$ cat src/rtl/drc_pkg.sv
// rtl/drc_pkg.sv - shared types and field helpers for the DVP pixel packer
package drc_pkg;

   // Receive FSM encoding
   typedef enum logic [1:0] {
      IDLE = 2'd0,
      RUN  = 2'd1,
      DROP = 2'd2
   } drc_state_t;

   // Flag bit positions inside a packed pixel-info word of width info_w
   function automatic int vs_bit(input int info_w);
      return info_w - 1;
   endfunction

   function automatic int hs_bit(input int info_w);
      return info_w - 2;
   endfunction

endpackage

$ cat src/rtl/drc_fwft_fifo.sv
// rtl/drc_fwft_fifo.sv - first-word-fall-through register FIFO with exact occupancy
module drc_fwft_fifo #(
   parameter int DATA_W = 18,
   parameter int DEPTH  = 32
) (
   input  logic                       clk,
   input  logic                       rst,
   input  logic                       wr_en,
   input  logic [DATA_W-1:0]          wr_dat,
   input  logic                       rd_en,
   output logic [DATA_W-1:0]          rd_dat,
   output logic                       empty,
   output logic                       full,
   output logic [$clog2(DEPTH+1)-1:0] cnt
);

   localparam int PTR_W = $clog2(DEPTH);
   localparam int CNT_W = $clog2(DEPTH + 1);

   logic [DATA_W-1:0] mem [DEPTH];
   logic [PTR_W-1:0]  wr_ptr;
   logic [PTR_W-1:0]  rd_ptr;
   logic              rd_ok;
   logic              wr_ok;

   assign empty  = (cnt == '0);
   assign full   = (cnt == CNT_W'(DEPTH));
   assign rd_ok  = rd_en & ~empty;
   // A full FIFO still takes a word when the head leaves in the same cycle
   assign wr_ok  = wr_en & (~full | rd_ok);
   assign rd_dat = mem[rd_ptr];

   // Storage array; contents are don't-care until written
   always_ff @(posedge clk) begin
      if (wr_ok) mem[wr_ptr] <= wr_dat;
   end

   // Pointers wrap naturally (power-of-two depth); count tracks 0..DEPTH
   always_ff @(posedge clk or posedge rst) begin
      if (rst) begin
         wr_ptr <= '0;
         rd_ptr <= '0;
         cnt    <= '0;
      end else begin
         if (wr_ok) wr_ptr <= wr_ptr + PTR_W'(1);
         if (rd_ok) rd_ptr <= rd_ptr + PTR_W'(1);
         if (wr_ok && !rd_ok)      cnt <= cnt + CNT_W'(1);
         else if (rd_ok && !wr_ok) cnt <= cnt - CNT_W'(1);
      end
   end

endmodule

$ cat src/rtl/drc_pixel_packer_fifo.sv
// rtl/drc_pixel_packer_fifo.sv - DVP byte packer with frame/line flags, FWFT buffer and overflow drop
module drc_pixel_packer_fifo
   import drc_pkg::*;
#(
   parameter int DVP_DATA_W    = 8,
   parameter int BYTES_PER_PXL = 2,
   parameter int PXL_FIFO_D    = 32,
   parameter int PXL_INFO_W    = DVP_DATA_W * BYTES_PER_PXL + 2
) (
   input  logic                            clk,
   input  logic                            rst,
   input  logic                            cam_rx_en,
   input  logic [DVP_DATA_W-1:0]           dvp_d_i,
   input  logic                            dvp_href_i,
   input  logic                            dvp_vsync_i,
   input  logic                            dvp_hsync_i,
   input  logic                            pclk_sync,
   output logic [PXL_INFO_W-1:0]           pxl_info_dat,
   output logic                            pxl_info_vld,
   input  logic                            pxl_info_rdy,
   output logic                            ovf_err_o,
   input  logic                            ovf_clr_i,
   output logic                            drop_o,
   output logic [$clog2(PXL_FIFO_D+1)-1:0] fifo_cnt_o
);

   localparam int PXL_W  = DVP_DATA_W * BYTES_PER_PXL;
   localparam int BCNT_W = (BYTES_PER_PXL > 1) ? $clog2(BYTES_PER_PXL) : 1;
   localparam int VS_BIT = vs_bit(PXL_INFO_W);
   localparam int HS_BIT = hs_bit(PXL_INFO_W);
   localparam logic [BCNT_W-1:0] LAST_IDX = BCNT_W'(BYTES_PER_PXL - 1);

   drc_state_t        state;
   logic              vs_prev, hs_prev;
   logic              vs_pend, hs_pend;
   logic              vs_flag, hs_flag;
   logic              ovf_err;
   logic [BCNT_W-1:0] byte_cnt;
   logic [PXL_W-1:0]  shreg;

   logic              vs_rise, hs_rise;
   logic              active, edge_act, byte_vld;
   logic [BCNT_W-1:0] eff_cnt;
   logic              first_byte, last_byte;
   logic [PXL_W-1:0]  pixel_cur;
   logic              cur_vs, cur_hs;
   logic              push, pop, overflow;
   logic              fifo_empty, fifo_full;
   logic [PXL_INFO_W-1:0] push_word;
   logic [PXL_INFO_W-1:0] head_dat;

   assign vs_rise = dvp_vsync_i & ~vs_prev & cam_rx_en;
   assign hs_rise = dvp_hsync_i & ~hs_prev & cam_rx_en;

   // DROP resumes on the frame-start cycle itself so that byte can open the new frame
   assign active   = cam_rx_en & ((state == RUN) | ((state == DROP) & vs_rise));
   assign edge_act = active & (vs_rise | hs_rise);
   assign byte_vld = active & dvp_href_i & pclk_sync;

   // A sync edge restarts the pixel, so a byte arriving with it is byte 0
   assign eff_cnt    = edge_act ? '0 : byte_cnt;
   assign first_byte = (eff_cnt == '0);
   assign last_byte  = (eff_cnt == LAST_IDX);
   assign pixel_cur  = (first_byte ? '0 : (shreg << DVP_DATA_W)) | PXL_W'(dvp_d_i);
   assign cur_vs     = first_byte ? (vs_pend | vs_rise) : vs_flag;
   assign cur_hs     = first_byte ? (hs_pend | hs_rise) : hs_flag;

   assign push     = byte_vld & last_byte;
   assign pop      = ~fifo_empty & pxl_info_rdy;
   assign overflow = push & fifo_full & ~pop;

   // Assemble the tagged word using the package flag positions
   always_comb begin
      push_word                = '0;
      push_word[PXL_W-1:0]     = pixel_cur;
      push_word[HS_BIT]        = cur_hs;
      push_word[VS_BIT]        = cur_vs;
   end

   drc_fwft_fifo #(
      .DATA_W (PXL_INFO_W),
      .DEPTH  (PXL_FIFO_D)
   ) u_fifo (
      .clk    (clk),
      .rst    (rst),
      .wr_en  (push),
      .wr_dat (push_word),
      .rd_en  (pxl_info_rdy),
      .rd_dat (head_dat),
      .empty  (fifo_empty),
      .full   (fifo_full),
      .cnt    (fifo_cnt_o)
   );

   assign pxl_info_vld = ~fifo_empty;
   assign pxl_info_dat = fifo_empty ? '0 : head_dat;
   assign ovf_err_o    = ovf_err;
   assign drop_o       = (state == DROP);

   // Edge history, pending flags and byte packing
   always_ff @(posedge clk or posedge rst) begin
      if (rst) begin
         vs_prev  <= 1'b0;
         hs_prev  <= 1'b0;
         vs_pend  <= 1'b0;
         hs_pend  <= 1'b0;
         vs_flag  <= 1'b0;
         hs_flag  <= 1'b0;
         byte_cnt <= '0;
         shreg    <= '0;
      end else begin
         vs_prev <= dvp_vsync_i;
         hs_prev <= dvp_hsync_i;
         if (!cam_rx_en) begin
            vs_pend  <= 1'b0;
            hs_pend  <= 1'b0;
            vs_flag  <= 1'b0;
            hs_flag  <= 1'b0;
            byte_cnt <= '0;
            shreg    <= '0;
         end else if (active) begin
            if (byte_vld) begin
               if (first_byte) begin
                  vs_pend <= 1'b0;
                  hs_pend <= 1'b0;
                  vs_flag <= cur_vs;
                  hs_flag <= cur_hs;
               end
               shreg    <= pixel_cur;
               byte_cnt <= last_byte ? '0 : eff_cnt + BCNT_W'(1);
            end else begin
               vs_pend <= vs_pend | vs_rise;
               hs_pend <= hs_pend | hs_rise;
               if (edge_act) byte_cnt <= '0;
            end
         end
      end
   end

   // Receive FSM and sticky overflow flag (set wins over clear)
   always_ff @(posedge clk or posedge rst) begin
      if (rst) begin
         state   <= IDLE;
         ovf_err <= 1'b0;
      end else begin
         if (overflow)       ovf_err <= 1'b1;
         else if (ovf_clr_i) ovf_err <= 1'b0;

         if (!cam_rx_en) begin
            state <= IDLE;
         end else begin
            case (state)
               IDLE:    state <= RUN;
               RUN:     if (overflow) state <= DROP;
               DROP:    if (vs_rise) state <= overflow ? DROP : RUN;
               default: state <= IDLE;
            endcase
         end
      end
   end

endmodule

$ cat config.mk
export PLATFORM = sky130hd
export DESIGN_NAME = drc_pixel_packer_fifo
export DESIGN_NICKNAME = d
export VERILOG_FILES = /design/src/rtl/drc_pkg.sv /design/src/rtl/drc_fwft_fifo.sv /design/src/rtl/drc_pixel_packer_fifo.sv
export SDC_FILE = /design/constraint.sdc
export NUM_CORES = 1
export LEC_CHECK = 0
export ABC_AREA = 1
export CORE_AREA = 2 2 213 215
export CTS_CLUSTER_DIAMETER = 40
export DETAILED_ROUTE_END_ITERATION = 10
export DIE_AREA = 0 0 215 217
export GPL_TIMING_DRIVEN = 0
export PLACE_DENSITY = 0.8
export SYNTH_ARGS = -nofsm -noshare
export SYNTH_HDL_FRONTEND = slang
export SYNTH_HIERARCHICAL = 1
export SYNTH_SLANG_ARGS = --single-unit
$ cat constraint.sdc
create_clock -name clk -period 8.85 [get_ports clk]
set_input_delay 1.77 -clock clk [delete_from_list [all_inputs] [get_ports clk]]
set_output_delay 1.77 -clock clk [all_outputs]
set_load 0.005 [all_outputs]
# Word level (Yosys, flattened, before mapping)
# Memory sizes are Yosys's and may differ from the RTL's.
# Cells that the tools add are included.
# op_classes
reduce_logical	12
n_addsub	5
mux	38
bitwise_logic	25
n_eq_ne	9
# op_table
operator	n
1-bit two-way mux	26
8-bit two-way mux	3
18-bit two-way mux	1
16-bit two-way mux	1
16-bit by 8-bit bitwise OR with 16-bit output	1
1-bit bitwise AND	14
6-bit two-way mux	2
5-bit by 1-bit adder with 5-bit output (second input constant)	2
2-bit two-way mux	4
6-bit by 1-bit adder with 6-bit output (second input constant)	1
6-bit == test (second input constant)	1
6-bit zero test	1
3-bit inequality test (second input constant)	2
2-bit one-hot mux with 3 select lines	1
2-bit AND reduction	3
6-bit by 1-bit subtractor with 6-bit output (second input constant)	1
1-bit NOT	5
1-bit bitwise OR	5
2-bit by 1-bit inequality test with 1-bit output (second input constant)	2
2-bit nonzero test	2
3-bit by 2-bit inequality test with 1-bit output (second input constant)	1
3-bit AND reduction	1
2-bit by 1-bit == test with 1-bit output (second input constant)	1
2-bit == test (second input constant)	1
5 further kinds	7
# totals
out_inout_bits	27
wordCells	103
mem_bits_rw	576
in_bits	17
register_bits	34
n_memories	1
# memory_table
name	depth	word_bits	rd	rd_clocked_by_memory_dff	wr	line	text
u_fifo.mem	32	18	1	0	1	drc_fwft_fifo.sv:20	logic [DATA_W-1:0] mem [DEPTH];

# Depth between registers and ports, before layout
# Gate-level depths: netlist of run 1.
# depth
ltp_word	15
mapped_depth	23

# Modules after synthesis
# Netlist of run 1, hierarchy kept.
# by_module_without_submodules
mod	n_inst	area_per_inst_um2	cells_per_inst
drc_fwft_fifo	1	25376.8	2408
drc_pixel_packer_fifo	1	1067.3	155

# Worst setup path after synthesis of run 1
# Ideal clock, no wire load.
# synth_path
kind	input to register
from	input cam_rx_en
to	memory u_fifo.mem[15][0], enable pin
slack_ns	4.342
required_ns	8.434
cell_stages	12
n_path_buf	3
arrival_ns	4.092
cell_sequence	buf_6 > nand2_2 > nor2_4 > nand2_2 > nand2_2 > nand3_2 > inv_1 > buf_4 > ha_1 > nand2_1 > buf_4 > nor3_1
# synth_via
elab_chain_cells	10
# synth_rtl
element	line	text
start, declared	drc_pixel_packer_fifo.sv:12	input logic cam_rx_en,
1-bit bitwise AND	drc_pixel_packer_fifo.sv:52	assign vs_rise = dvp_vsync_i & ~vs_prev & cam_rx_en;
1-bit bitwise AND	drc_pixel_packer_fifo.sv:56	assign active = cam_rx_en & ((state == RUN) | ((state == DROP) & vs_rise));
1-bit bitwise OR	drc_pixel_packer_fifo.sv:56	
1-bit bitwise AND	drc_pixel_packer_fifo.sv:56	
1-bit bitwise AND (on tied branches)	drc_pixel_packer_fifo.sv:58, drc_pixel_packer_fifo.sv:57	
1-bit bitwise AND or 1-bit two-way mux (tied branches)	n/a	
1-bit bitwise AND (*)	drc_pixel_packer_fifo.sv:68	assign push = byte_vld & last_byte;
via push	drc_pixel_packer_fifo.sv:47	logic push, pop, overflow;
1-bit bitwise AND (*)	drc_fwft_fifo.sv:30	assign wr_ok = wr_en & (~full | rd_ok);
1-bit two-way mux (*)	drc_fwft_fifo.sv:35	if (wr_ok) mem[wr_ptr] <= wr_dat;
1-bit two-way mux (not written as such) (*)	drc_fwft_fifo.sv:35	
end, declared	drc_fwft_fifo.sv:20	
# Mark *: on every way through the listed nets, which the timed path passes. The rest lies on a longest branch.

# Worst setup path after layout of run 1
# layout_path
from	register u_fifo.rd_ptr[0]
to	output pxl_info_dat[13]
# layout_via
elab_chain_cells	2
# layout_rtl
element	line	text
start, declared	drc_fwft_fifo.sv:22	logic [PTR_W-1:0] rd_ptr;
start signal, assigned	drc_fwft_fifo.sv:46	if (rd_ok) rd_ptr <= rd_ptr + PTR_W'(1);
memory read 32 x 18 bit	n/a	
via head_dat[13]	drc_pixel_packer_fifo.sv:50	logic [PXL_INFO_W-1:0] head_dat;
18-bit two-way mux	drc_pixel_packer_fifo.sv:96	assign pxl_info_dat = fifo_empty ? '0 : head_dat;
end, declared	drc_pixel_packer_fifo.sv:18	output logic [PXL_INFO_W-1:0] pxl_info_dat,
# The timed path passes the listed nets, and every way through them passes these cells.

==> impl_metrics.csv, run 1 <==
group,metric,value,unit
timing,finalCritPeriodShare,61.68,%
worst_setup_path,slowest_stage,"clkdlybuf4s50_1",
clock_tree,clock_path_buffers,3,
job,cap_violations,0,
finish,ff_latch_area,18150,µm²
floorplan,die_w,215,µm
clock_tree,postCtsHoldBufs,0,
grt,grt_overflow,0,
synth,synth_nets,2593,
synth,synth_compound_area_share,1.746,%
timing,maxSlewHeadroom,26.82,%
floorplan,ios,44,
synth,ys_ff_latch,610,
grt,antenna_found_initial,2,
timing,worst_pin_slew,1.097,ns
floorplan,dieArea,46660,µm²
synth,synth_mux_area_share,0,%
min_path,hp-class,"register to register",
clock_tree,post_cts_buffers,0,
clock_tree,cts_resized,0,
worst_setup_path,slowest_delay,0.47,ns
timing,clock_skew,0.01942,ns
power_and_ir_drop,vdd_drop_max,0.0003018,V
worst_setup_path,start_kind,"register",
worst_setup_path,path_cells,"inv_2 > buf_2 > buf_2 > nand2_1 > nand3_1 > a21oi_1 > nor2_1 > nand2_1 > nand2_1 > inv_1 > inv_1 > nor2_1 > clkdlybuf4s50_1",
finish,n_fill_cell,3124,
min_path,min_delay_path_depth,2,
synth,yosysTopAreaCellShare,65.41,%
synth,yosys.cell_types.count,31,
synth,yosys_warnings,6,
placement,dp.cells,3230,
grt,grt_max_degree,34,
synth,ys_seq_area_share,68.63,%
grt,grt_pass1_wl,109.1,mm
timing,hold_violations,0,
finish,instances_no_fill,3359,
route,dr_wl_met2,34.59,mm
floorplan,core,44700,µm²
route,detail-route-antenna-nets,0,
worst_setup_path,critPathCaptureType,"primary output",
clock_tree,cts_root_buf,"clkbuf_16",
power_and_ir_drop,power_leakage,12.62,nW
route,drt_wl_total,72.63,mm
synth,synthXorXnorAreaFrac,0.3312,%
route,vias,19400,
timing,max_freq,183.2,MHz
synth,synthArstFlopShare,5.574,%
synth,yosys.area_share.simple,21.28,%
finish,fin_nets,2733,
synth,synth_top_family_by_area,"simple AND/OR/NAND/NOR gates",
worst_setup_path,crit_fanout,10,
timing,setup_violations,0,
placement,gp_congestion,0.9810,
route,routed.top_layer,"met4",
power_and_ir_drop,power.density,306.5,nW/µm²
grt,grt_usage,31.44,%
route,drc,0,
synth,synth_fa_ha_area_share,0.6435,%
synth,yosysTopAreaCell,"edfxtp_1",
finish,areaGrowthSynthToFinish,15.22,%
floorplan,initial_core_util,59.16,%
placement,dp_slack,3.489,ns
synth,synth.top_cells.by_area,"edfxtp_1 (65%), nand2_1 (13%), nand3_1 (6.7%), inv_1 (4.9%), dfrtp_1 (3.2%)",
clock_tree,cts.sinks,610,
worst_setup_path,worstPathRequired,7.08,ns
clock_tree,cts_tree,"built",
timing,final.min_clock_period,5.459,ns
placement,dpl_cell_area,28150,µm²
timing,holdWs,0.4726,ns
timing,rsz0062_at_grt,"no",
timing,slew_violations,0,
synth,synth_cells,2563,
worst_setup_path,cp_common_cell,"nand2_1",
timing,fin_ws,3.391,ns
clock_tree,clk_pin_slew_worst_paths,0.06,ns
route,viasPerCell,5.776,
floorplan,fp-row-count,78,
placement,dp_hpwl,47.23,mm
synth,syn_area,26440,µm²
finish,final_area,30470,µm²
route,wl_met1,25.20,mm
synth,synth_edf_count,576,
placement,port_buffers,42,
clock_tree,cts_buffers,71,
route,drt_pre_antenna_iters,6,
route,met3_wirelength,8.059,mm
worst_setup_path,arrival,3.69,ns
worst_setup_path,r2r_cells,18,
timing,tns,0,ns
floorplan,die_height,217,µm
finish,multi_input_area,6494,µm²
synth,synthFlopType,"edfxtp_1",
route,first_iter_violations,2674,
worst_setup_path,path_class,"register to primary output",
finish,final_layout_size_suffix_gt1_share,10.08,%
run_status,status,"finished, final reports clean",
route,post_drt_wl_per_cell,21.62,µm
clock_tree,clock_latency,0.61,ns
grt,grt_pass1_vias,19150,
clock_tree,htreeDepth,3,
synth,postSynthAreaPerCell,10.32,µm²
-- cells by family after synthesis --
| family | count (synthesis) |
|---|---|
| AO/OA/AOI/OAI | 82 |
| AND/OR/NAND/NOR | 1367 |
| flip-flops | 610 |
| buffers and inverters | 481 |
| XOR/XNOR | 10 |
| adder cells (fa/ha/maj) | 13 |
-- routing by layer --
metal,vias up,global-route usage [%]
met5,-,0
met4,0,20.85
met3,269,6.541
met2,1311,51.10
met1,9148,38.48
li1,8673,-
-- registers in the layout, indices dropped and copies added (netlist names) --
| signal | flops |
|---|---|
| vs_flag | 1 |
| u_fifo/mem | 576 |
| vs_prev | 1 |
| hs_prev | 1 |
| hs_flag | 1 |
| shreg | 8 |
| u_fifo/wr_ptr | 5 |
| hs_pend | 1 |
| state | 2 |
| u_fifo/cnt | 6 |
| ovf_err_o | 1 |
| u_fifo/rd_ptr | 5 |
| byte_cnt | 1 |
| vs_pend | 1 |
-- cell type report --
class | count | area share, %
clock buffers | 82 | 6.102
diodes | 1 | 0.008213
repair buffers | 67 | 2.653
clock inverters | 46 | 1.495
well taps | 600 | 2.464
flip-flops and latches | 610 | 59.56
multi-input cells | 1472 | 21.31
inverters | 351 | 4.324
plain buffers | 130 | 2.078
-- critical path, delay by kind of cell (launching register included) --
kind | cells | cell delay, ns
buf+inv | 6 | 1.58
compound gates | 1 | 0.07
simple gates | 6 | 1.01
flops | 1 | 0.40
-- cell usage in the layout (no fill, tap or decap), types with 3 or more instances in the layout --
cell type / instances
clkdlybuf4s50_1: 34
clkbuf_1: 38
bufinv_16: 5
nand3_1: 355
nand3b_1: 3
clkinv_2: 5
nor2_2: 30
clkinv_4: 4
dfrtp_1: 34
nor2_4: 9
buf_4: 12
nand2_2: 4
clkinvlp_4: 8
nor2_1: 72
buf_2: 76
inv_6: 12
clkbuf_16: 72
edfxtp_1: 576
inv_8: 3
inv_2: 3
buf_8: 17
ha_1: 12
buf_6: 4
xnor2_1: 3
buf_16: 4
xor2_1: 7
inv_1: 347
o211ai_1: 18
nand4_1: 4
a21oi_1: 40
buf_1: 18
clkinv_1: 9
nand2_1: 885
o21ai_0: 19
-- cells in the mapped netlist, drive strengths merged (12+ instances only) --
| library cell | count |
|---|---|
| inv | 350 |
| buf | 100 |
| nor2 | 111 |
| clkbuf | 30 |
| nand2 | 889 |
| a21oi | 40 |
| o211ai | 18 |
| dfrtp | 34 |
| edfxtp | 576 |
| o21ai | 21 |
| nand3 | 356 |
| ha | 12 |
-- path summary, 6_finish.rpt --
path | start | end | slack, ns
max | u_fifo/rd_ptr[0] | pxl_info_dat[13] | 3.39
min in group asynchronous | rst | shreg[6] | 1.61
min reg2reg | vs_flag | vs_flag | 0.47
max reg2reg | state[0] | u_fifo/cnt[3] | 5.26
max in group asynchronous | rst | u_fifo/cnt[0] | 6.64
min | vs_flag | vs_flag | 0.47
-- power breakdown --
group	internal [mW]	total (mW)	leakage, nW	switching (mW)
clock network	1.68	2.87	1.11	1.19
registers	3.17	3.20	6.16	0.0319
logic	0.970	3.26	5.35	2.29
total	5.82	9.34	12.6	3.51
-- per-stage QoR --
step                util (%)  power, mW
floorplan                  -      5.092
global placement       61.78      6.259
detailed placement     62.97      6.358
CTS                    68.15      9.243
global route           68.16      9.682
finish                 68.16      9.337
Power figures use the tool's default switching activity.
==> run 2: changes to the inputs <==
==> constraint.sdc (replaced) <==
create_clock -name clk -period 5.3 [get_ports clk]
set_input_delay 1.06 -clock clk [delete_from_list [all_inputs] [get_ports clk]]
set_output_delay 1.06 -clock clk [all_outputs]
set_load 0.005 [all_outputs]
==> results of run 2 <==
Same layout as run 1 (identical final DEF). Status: finished, final reports clean.
Main changes from that run: setup slack after placement 3.489 ns -> 0.6488 ns; setup slack after layout 3.391 ns -> 0.5510 ns; register-to-register setup slack 5.26 ns -> 1.71 ns; total power 9.337 mW -> 15.58 mW; worst IR drop on VDD 0.0003018 V -> 0.0005040 V
==> run 3: changes to the inputs <==
--- a/config.mk
+++ b/config.mk
@@ -6,10 +6,11 @@
 export NUM_CORES = 1
 export LEC_CHECK = 0
 export ABC_AREA = 1
-export CORE_AREA = 2 2 213 215
+export CORE_AREA = 2 2 254 181
 export CTS_CLUSTER_DIAMETER = 40
+export CTS_CLUSTER_SIZE = 20
 export DETAILED_ROUTE_END_ITERATION = 10
-export DIE_AREA = 0 0 215 217
+export DIE_AREA = 0 0 256 183
 export GPL_TIMING_DRIVEN = 0
 export PLACE_DENSITY = 0.8
 export SYNTH_ARGS = -nofsm -noshare
==> impl_metrics.csv, run 3 (synthesized netlist as in run 1, its figures left out) <==
group,metric,value,unit
run_status,status,"finished, final reports clean",
grt,antenna_found_initial,2,
worst_setup_path,arrival,3.72,ns
clock_tree,cts_buffers,51,
floorplan,dieArea,46850,µm²
timing,final.min_clock_period,4.778,ns
route,vias,19130,
timing,worst_pin_slew,1.108,ns
power_and_ir_drop,p_seq_share,36.6,%
finish,largest_register_ffs,576,
power_and_ir_drop,comb_power_share,36.6,%
finish,final_layout_size_suffix_gt1_share,9.295,%
finish,ff_latch_area,18150,µm²
timing,hold_violations,0,
finish,areaGrowthSynthToFinish,12.93,%
clock_tree,htreeDepth,2,
finish,mostFrequentLayoutCells,"nand2_1 (885), edfxtp_1 (576), nand3_1 (355)",
clock_tree,cts_resized,0,
min_path,min_delay_path_depth,2,
route,viasPerCell,5.750,
finish,multi_input_area,6484,µm²
power_and_ir_drop,p_sw_share,39.07,%
finish,final_util,67.13,%
timing,max_freq,209.3,MHz
route,drc,0,
timing,finalCritPeriodShare,90.15,%
power_and_ir_drop,clkPwrFrac,26.8,%
worst_setup_path,path_class,"register to primary output",
floorplan,fp-row-count,65,
finish,instances_no_fill,3327,
timing,tns,0,ns
floorplan,die_w,256,µm
clock_tree,postCtsHoldBufs,0,
timing,setup_violations,0,
job,cap_violations,0,
route,post_drt_wl_per_cell,20.83,µm
clock_tree,clk_pin_slew_worst_paths,0.08,ns
clock_tree,clock_latency,0.60,ns
power_and_ir_drop,power_leakage,12.37,nW
placement,dp_hpwl,46.50,mm
clock_tree,cts.sinks,610,
grt,grt_max_degree,34,
route,drt_pre_antenna_iters,6,
floorplan,ios,44,
timing,rsz0062_at_grt,"no",
route,first_iter_violations,2376,
clock_tree,clock_path_buffers,3,
placement,gp_congestion,0.9666,
finish,final_common_cell,"nand2_1",
min_path,hp-class,"register to register",
worst_setup_path,critPathCaptureType,"primary output",
power_and_ir_drop,p_switching,5.708,mW
finish,final_area,29860,µm²
finish,regMostFlops,"u_fifo/mem",
finish,n_fill_cell,3207,
power_and_ir_drop,power.density,489.3,nW/µm²
grt,grt_pass1_wl,104.1,mm
grt,grt_usage,29.72,%
finish,fin_nets,2711,
worst_setup_path,worstPathRequired,4.24,ns
placement,port_buffers,42,
timing,slew_violations,0,
placement,dp.cells,3231,
floorplan,initial_core_util,59.44,%
clock_tree,cts_root_buf,"clkbuf_16",
floorplan,die_height,183,µm
timing,clock_skew,0.02628,ns
finish,largestRegisters,"u_fifo/mem x576, shreg x8, u_fifo/cnt x6",
timing,maxSlewHeadroom,26.02,%
placement,dpl_cell_area,28130,µm²
route,drt_wl_total,69.30,mm
clock_tree,cts_tree,"built",
power_and_ir_drop,vdd_drop_max,0.0003245,V
power_and_ir_drop,p_int,8.902,mW
grt,grt_pass1_vias,18380,
route,detail-route-antenna-nets,0,
floorplan,core,44490,µm²
worst_setup_path,crit_fanout,10,
worst_setup_path,r2r_cells,18,
worst_setup_path,start_kind,"register",
grt,grt_overflow,0,
clock_tree,post_cts_buffers,0,
-- run 3: stage by stage --
step | worst slack [ns] | power (mW) | hold WS (ns)
2_1_floorplan | 1.502 | 8.494 | 0.4422
3_3_place_gp | 0.1458 | 10.42 | 0.4554
3_5_place_dp | 0.8460 | 10.58 | 0.4648
4_1_cts | 0.6842 | 14.47 | 0.4826
5_1_grt | 0.4072 | 15.22 | 0.5129
6_report | 0.5218 | 14.61 | 0.4894
-- run 3: critical path: stages, from the launching register on --
cell and delay, ns:
dfrtp_1 0.42, inv_2 0.32, buf_2 0.40, buf_1 0.49
nand2_1 0.12, nand3_1 0.09, nand3_1 0.09, nand2_1 0.35
nand2_1 0.13, inv_1 0.07, inv_1 0.03, nor2_1 0.09
clkdlybuf4s50_1 0.51
-- run 3: path summary, 6_finish.rpt --
| path | startpoint | endpoint | slack [ns] |
|---|---|---|---|
| setup / recovery | u_fifo/rd_ptr[1] | pxl_info_dat[8] | 0.52 |
| hold / removal | hs_flag | hs_flag | 0.49 |
| setup reg to reg | state[0] | u_fifo/cnt[3] | 1.84 |
| hold reg to reg | hs_flag | hs_flag | 0.49 |
| max in group asynchronous | rst | u_fifo/wr_ptr[0] | 3.90 |
| min in group asynchronous | rst | state[1] | 0.91 |
-- run 3: final cells by class --
| type | count | share of cell area, % |
|---|---|---|
| antenna | 2 | 0.01676 |
| buffer | 130 | 2.120 |
| clock buffer | 58 | 4.504 |
| clock inverter | 36 | 1.378 |
| inverter | 351 | 4.412 |
| multi-input combinational | 1472 | 21.71 |
| sequential | 610 | 60.77 |
| tap | 603 | 2.527 |
| timing repair buffer | 65 | 2.560 |
-- run 3: routing by layer --
layer	GRT usage, %	wire [µm]	part of all wire (%)
met4	10.92	2528	3.6
met2	46.23	31110	45
met1	40.63	26320	38
met5	0	0	0
met3	8.140	9346	13
-- run 3: power groups by stage --
stage	registers, mW	clock network [mW]	logic (mW)
after floorplan	5.44	0	3.05
after global placement	5.45	0	4.96
after detailed placement	5.45	0	5.12
after CTS	5.35	3.95	5.18
after global routing	5.35	4.13	5.74
final	5.35	3.92	5.34
==> edit 1, RTL diff (config.mk and constraints of run 2) <==
Change the parameter `DVP_DATA_W` from 8 to 6.
--- a/src/rtl/drc_pixel_packer_fifo.sv
+++ b/src/rtl/drc_pixel_packer_fifo.sv
@@ -4,3 +4,3 @@
 #(
-   parameter int DVP_DATA_W    = 8,
+   parameter int DVP_DATA_W    = 6,
    parameter int BYTES_PER_PXL = 2,
Ports: changed (resized dvp_d_i and pxl_info_dat); port bits go from 44 to 38. No check against the original RTL was run, so the function may have changed too.
==> edit 1 against run 2 <==
Power is 22% lower. Global-route usage is 7.5 points lower. Register-to-register slack better by 0.23 ns. Sequential share of layout area is 0.52 points lower. Synthesized area is 20% lower. Clock skew is 0.010 ns higher. Sequential cell count is 130 lower. Design area is 21% lower. Sequential power is 21% lower. Routed wire length is 22% lower. Worst setup slack better by 0.43 ns. Highest routed layer unchanged.
==> edit 1: results (changes against run 2) <==
- Status: finished clean
- Grt met1 use: 31.00% (-7.5 points)
- Netlist cell types: 32 (+3.2%)
- Syn_nets: 2081 (-20%)
- CP Data Arrival Time: 3.26 ns (-0.43 ns)
- Slew @ Worst Pin: 1.419 ns (+0.3224 ns)
- Via density: 5.484 (-5.0%)
- Worst vdd ir: 0.2768 mV (-45%)
- DPL Wire Length: 36450 um (-23%)
- # diodes: 0 (-1)
- GP Congestion: 0.9390 (-4.3%)
- Number of flip-flops in the largest register: 448 (-22%)
- Seq group: 4.22 mW (-21%)
- Initial drt markers: 2177 (-19%)
- Switch Pwr: 4.550 mW (-22%)
- Cell area after placement: 22320 sq um (-21%)
- GR Layer Usage met3: 5.577% (-0.96 points)
- Post-synth ARST share: 6.667% (+1.1 points)
- Routed wl met2: 25880 um (-25%)
- Yosys top cell area share: 63.75% (-1.7 points)
- Crit path largest cell delay: 0.55 ns (+0.08 ns)
- Capture point of the worst path: pxl_info_dat[0]
- Power per cell area: 505.6 nW/um^2 (-1.1%)
- Fin area: 24140 sq um (-21%)
- Post-Synth Adder-Cell Area: 0.8064% (+0.16 points)
- Top Registers: u_fifo/mem (448), shreg (6), u_fifo/cnt (6)
- Top cells by count, synth: nand2_1, edfxtp_1, nand3_1
- First-pass GRT wire length: 84560 um (-22%)
-- edit 1: changes by cell type in the layout (fill, tap and decap cells not counted), sizes merged, moves of 4 or more --
cell    change
a21oi       -8
nand3      -73
clkinv      +6
o21ai       -5
o211ai      -4
inv        -80
edfxtp    -128
nor2       -17
buf        -32
clkbuf     -34
nand2     -175
-- edit 1: cell type report --
class | count | share of cell area (%)
Tap cell | 600 | 3.110
Buffer | 103 | 2.451
Multi-Input combinational cell | 1190 | 21.78
Timing Repair Buffer | 42 | 1.778
Inverter | 280 | 4.364
Sequential cell | 480 | 59.04
Clock buffer | 65 | 6.033
Clock inverter | 38 | 1.441
-- edit 1: per-stage QoR --
step | worst slack (ns) | hold slack (ns) | std cells
after floorplan | 1.879 | 0.4345 | 2053
after global placement | 0.3209 | 0.4492 | 2690
after detailed placement | 0.7916 | 0.4508 | 2694
after CTS | 1.027 | 0.4657 | 2797
after global routing | 0.9255 | 0.5170 | 2798
final | 0.9846 | 0.4743 | 2798
==> edit 2, RTL diff (flow settings as in run 2) <==
Without the edit above. Encoding of `drc_state_t`: now one-hot (3 bits for 3 states).
--- a/src/rtl/drc_pkg.sv
+++ b/src/rtl/drc_pkg.sv
@@ -4,6 +4,6 @@
    // Receive FSM encoding
-   typedef enum logic [1:0] {
-      IDLE = 2'd0,
-      RUN  = 2'd1,
-      DROP = 2'd2
+   typedef enum logic [2:0] {
+      IDLE = 3'b001,
+      RUN  = 3'b010,
+      DROP = 3'b100
    } drc_state_t;
Behaviour: same outputs for any inputs over 4 cycles, from zero or initial values and one cycle with rst high; so few cycles prove little.
==> edit 2 against run 2 <==
Maximum frequency is 1.7% lower. Power is 2.3% higher. Combinational power is 1% higher. Worst setup slack worse by 0.082 ns. Design area is 0.72% higher. Final cell count is 0.71% higher. Clock power is 5.8% higher. Synthesized cell count is 0.78% higher. Sequential cell count is 1 higher. Sequential share of layout area is 0.34 points lower. Worst hold slack better by 0.013 ns. Synthesized area is 0.72% higher. Routed wire length is 1.5% lower. Critical path type unchanged. Critical endpoint is now pxl_info_dat[9]. Largest power group unchanged.
==> edit 2: results (changes against run 2) <==
- Top cells by count, synth: nand2_1, edfxtp_1, nand3_1
- Num sequential: 611 (+0.16%)
- Combinational power: 5.50 mW (+1%)
- Part of the Yosys area used for sequential elements: 68.23% (-0.39 points)
- Worst vdd ir: 0.3905 mV (-23%)
- Grt met1 use: 38.81% (+0.33 points)
- Routed met3 length: 8419 um (+4.5%)
- Initial antenna violation count: 1 (-1)
- GP Congestion: 0.9573 (-2.4%)
- Worst hold start: vs_pend
- Status: finished clean
- Syn_nets: 2613 (+0.77%)
- Avg WL per Cell: 21.15 um (-2.2%)
- Fill count: 3143 (+0.61%)
- Leakage: 12.77 nW (+1.1%)
- Post-Synth Adder-Cell Area: 0.6389% (-0.0046 points)
- Vias in the first global route: 19270 (+0.62%)
- Crit path launch: u_fifo/rd_ptr[1]
- I/O Buffers: 43 (+2.4%)
- Ratio of cells with drive above 1 in the final layout: 10.31% (+0.23 points)
- DPL Wire Length: 46330 um (-1.9%)
- CP Data Arrival Time: 3.77 ns (+0.08 ns)
- Multi-input combinational area share: 21.51% (+0.19 points)
- Cell internal pwr: 10.04 mW (+3.3%)
- Post-synth ARST share: 5.728% (+0.15 points)
- R2r startpoint: state[2]
- Routed wl met2: 33580 um (-2.9%)
- Clock network power share: 31.9% (+1.1 points)
- Signal buf overhead: 4.367% (-0.36 points)
- Slew @ Worst Pin: 1.366 ns (+0.2692 ns)
- GR Layer Usage met3: 7.016% (+0.48 points)
- # diodes: 0 (-1)
- Overall routing resource usage: 30.71% (-0.72 points)
- CP max stage cell: buf_1
- Met1 Wirelength: 25730 um (+2.1%)
[edit 2: changes by cell type in the layout (fill, tap and decap cells not counted), sizes merged, moves of 3 or more]
cell / before / now
clkbuf: 112 / 117
nand2: 889 / 894
nand3: 356 / 364
nand3b: 3 / 0
a21oi: 40 / 37
clkinv: 19 / 24
buf: 133 / 127
bufinv: 5 / 9
o21ai: 21 / 24
inv: 365 / 373
clkinvlp: 8 / 5
[edit 2: final timing paths]
check / slack, ns / cells past startpoint / to
hold reg to reg: 0.49 / 2 / vs_pend
setup / recovery: 0.47 / 12 / pxl_info_dat[9]
hold / removal: 0.49 / 2 / vs_pend
min in group asynchronous: 0.91 / 2 / shreg[4]
max in group asynchronous: 3.87 / 2 / u_fifo/wr_ptr[0]
setup reg to reg: 1.65 / 19 / u_fifo/cnt[3]
[edit 2: stage by stage]
stage	instances	util, %	total power, mW	area, sq um	setup WS [ns]
final	3383	68.66	15.93	30690	0.4695
after global routing	3383	68.66	16.55	30690	0.3211
after CTS	3383	68.67	15.78	30690	0.6228
after detailed placement	3248	63.15	10.69	28220	0.6569
after global placement	3226	62.23	10.52	27820	0.1419
after floorplan	2583	-	8.616	26640	1.601
[edit 2: worst reg2reg max path, cell delays in order, from the launching register on]
cell	delay (ns)
dfrtp_1	0.42
inv_2	0.11
nand3_4	0.13
nand2_4	0.11
nand4_4	0.12
nand2_2	0.10
buf_6	0.21
inv_1	0.07
ha_1	0.23
nand2_1	0.15
buf_4	0.23
inv_1	0.16
ha_1	0.27
inv_1	0.18
ha_1	0.28
nand2_1	0.08
nand3_1	0.13
or2_2	0.32
nand3_1	0.07
o21ai_0	0.12
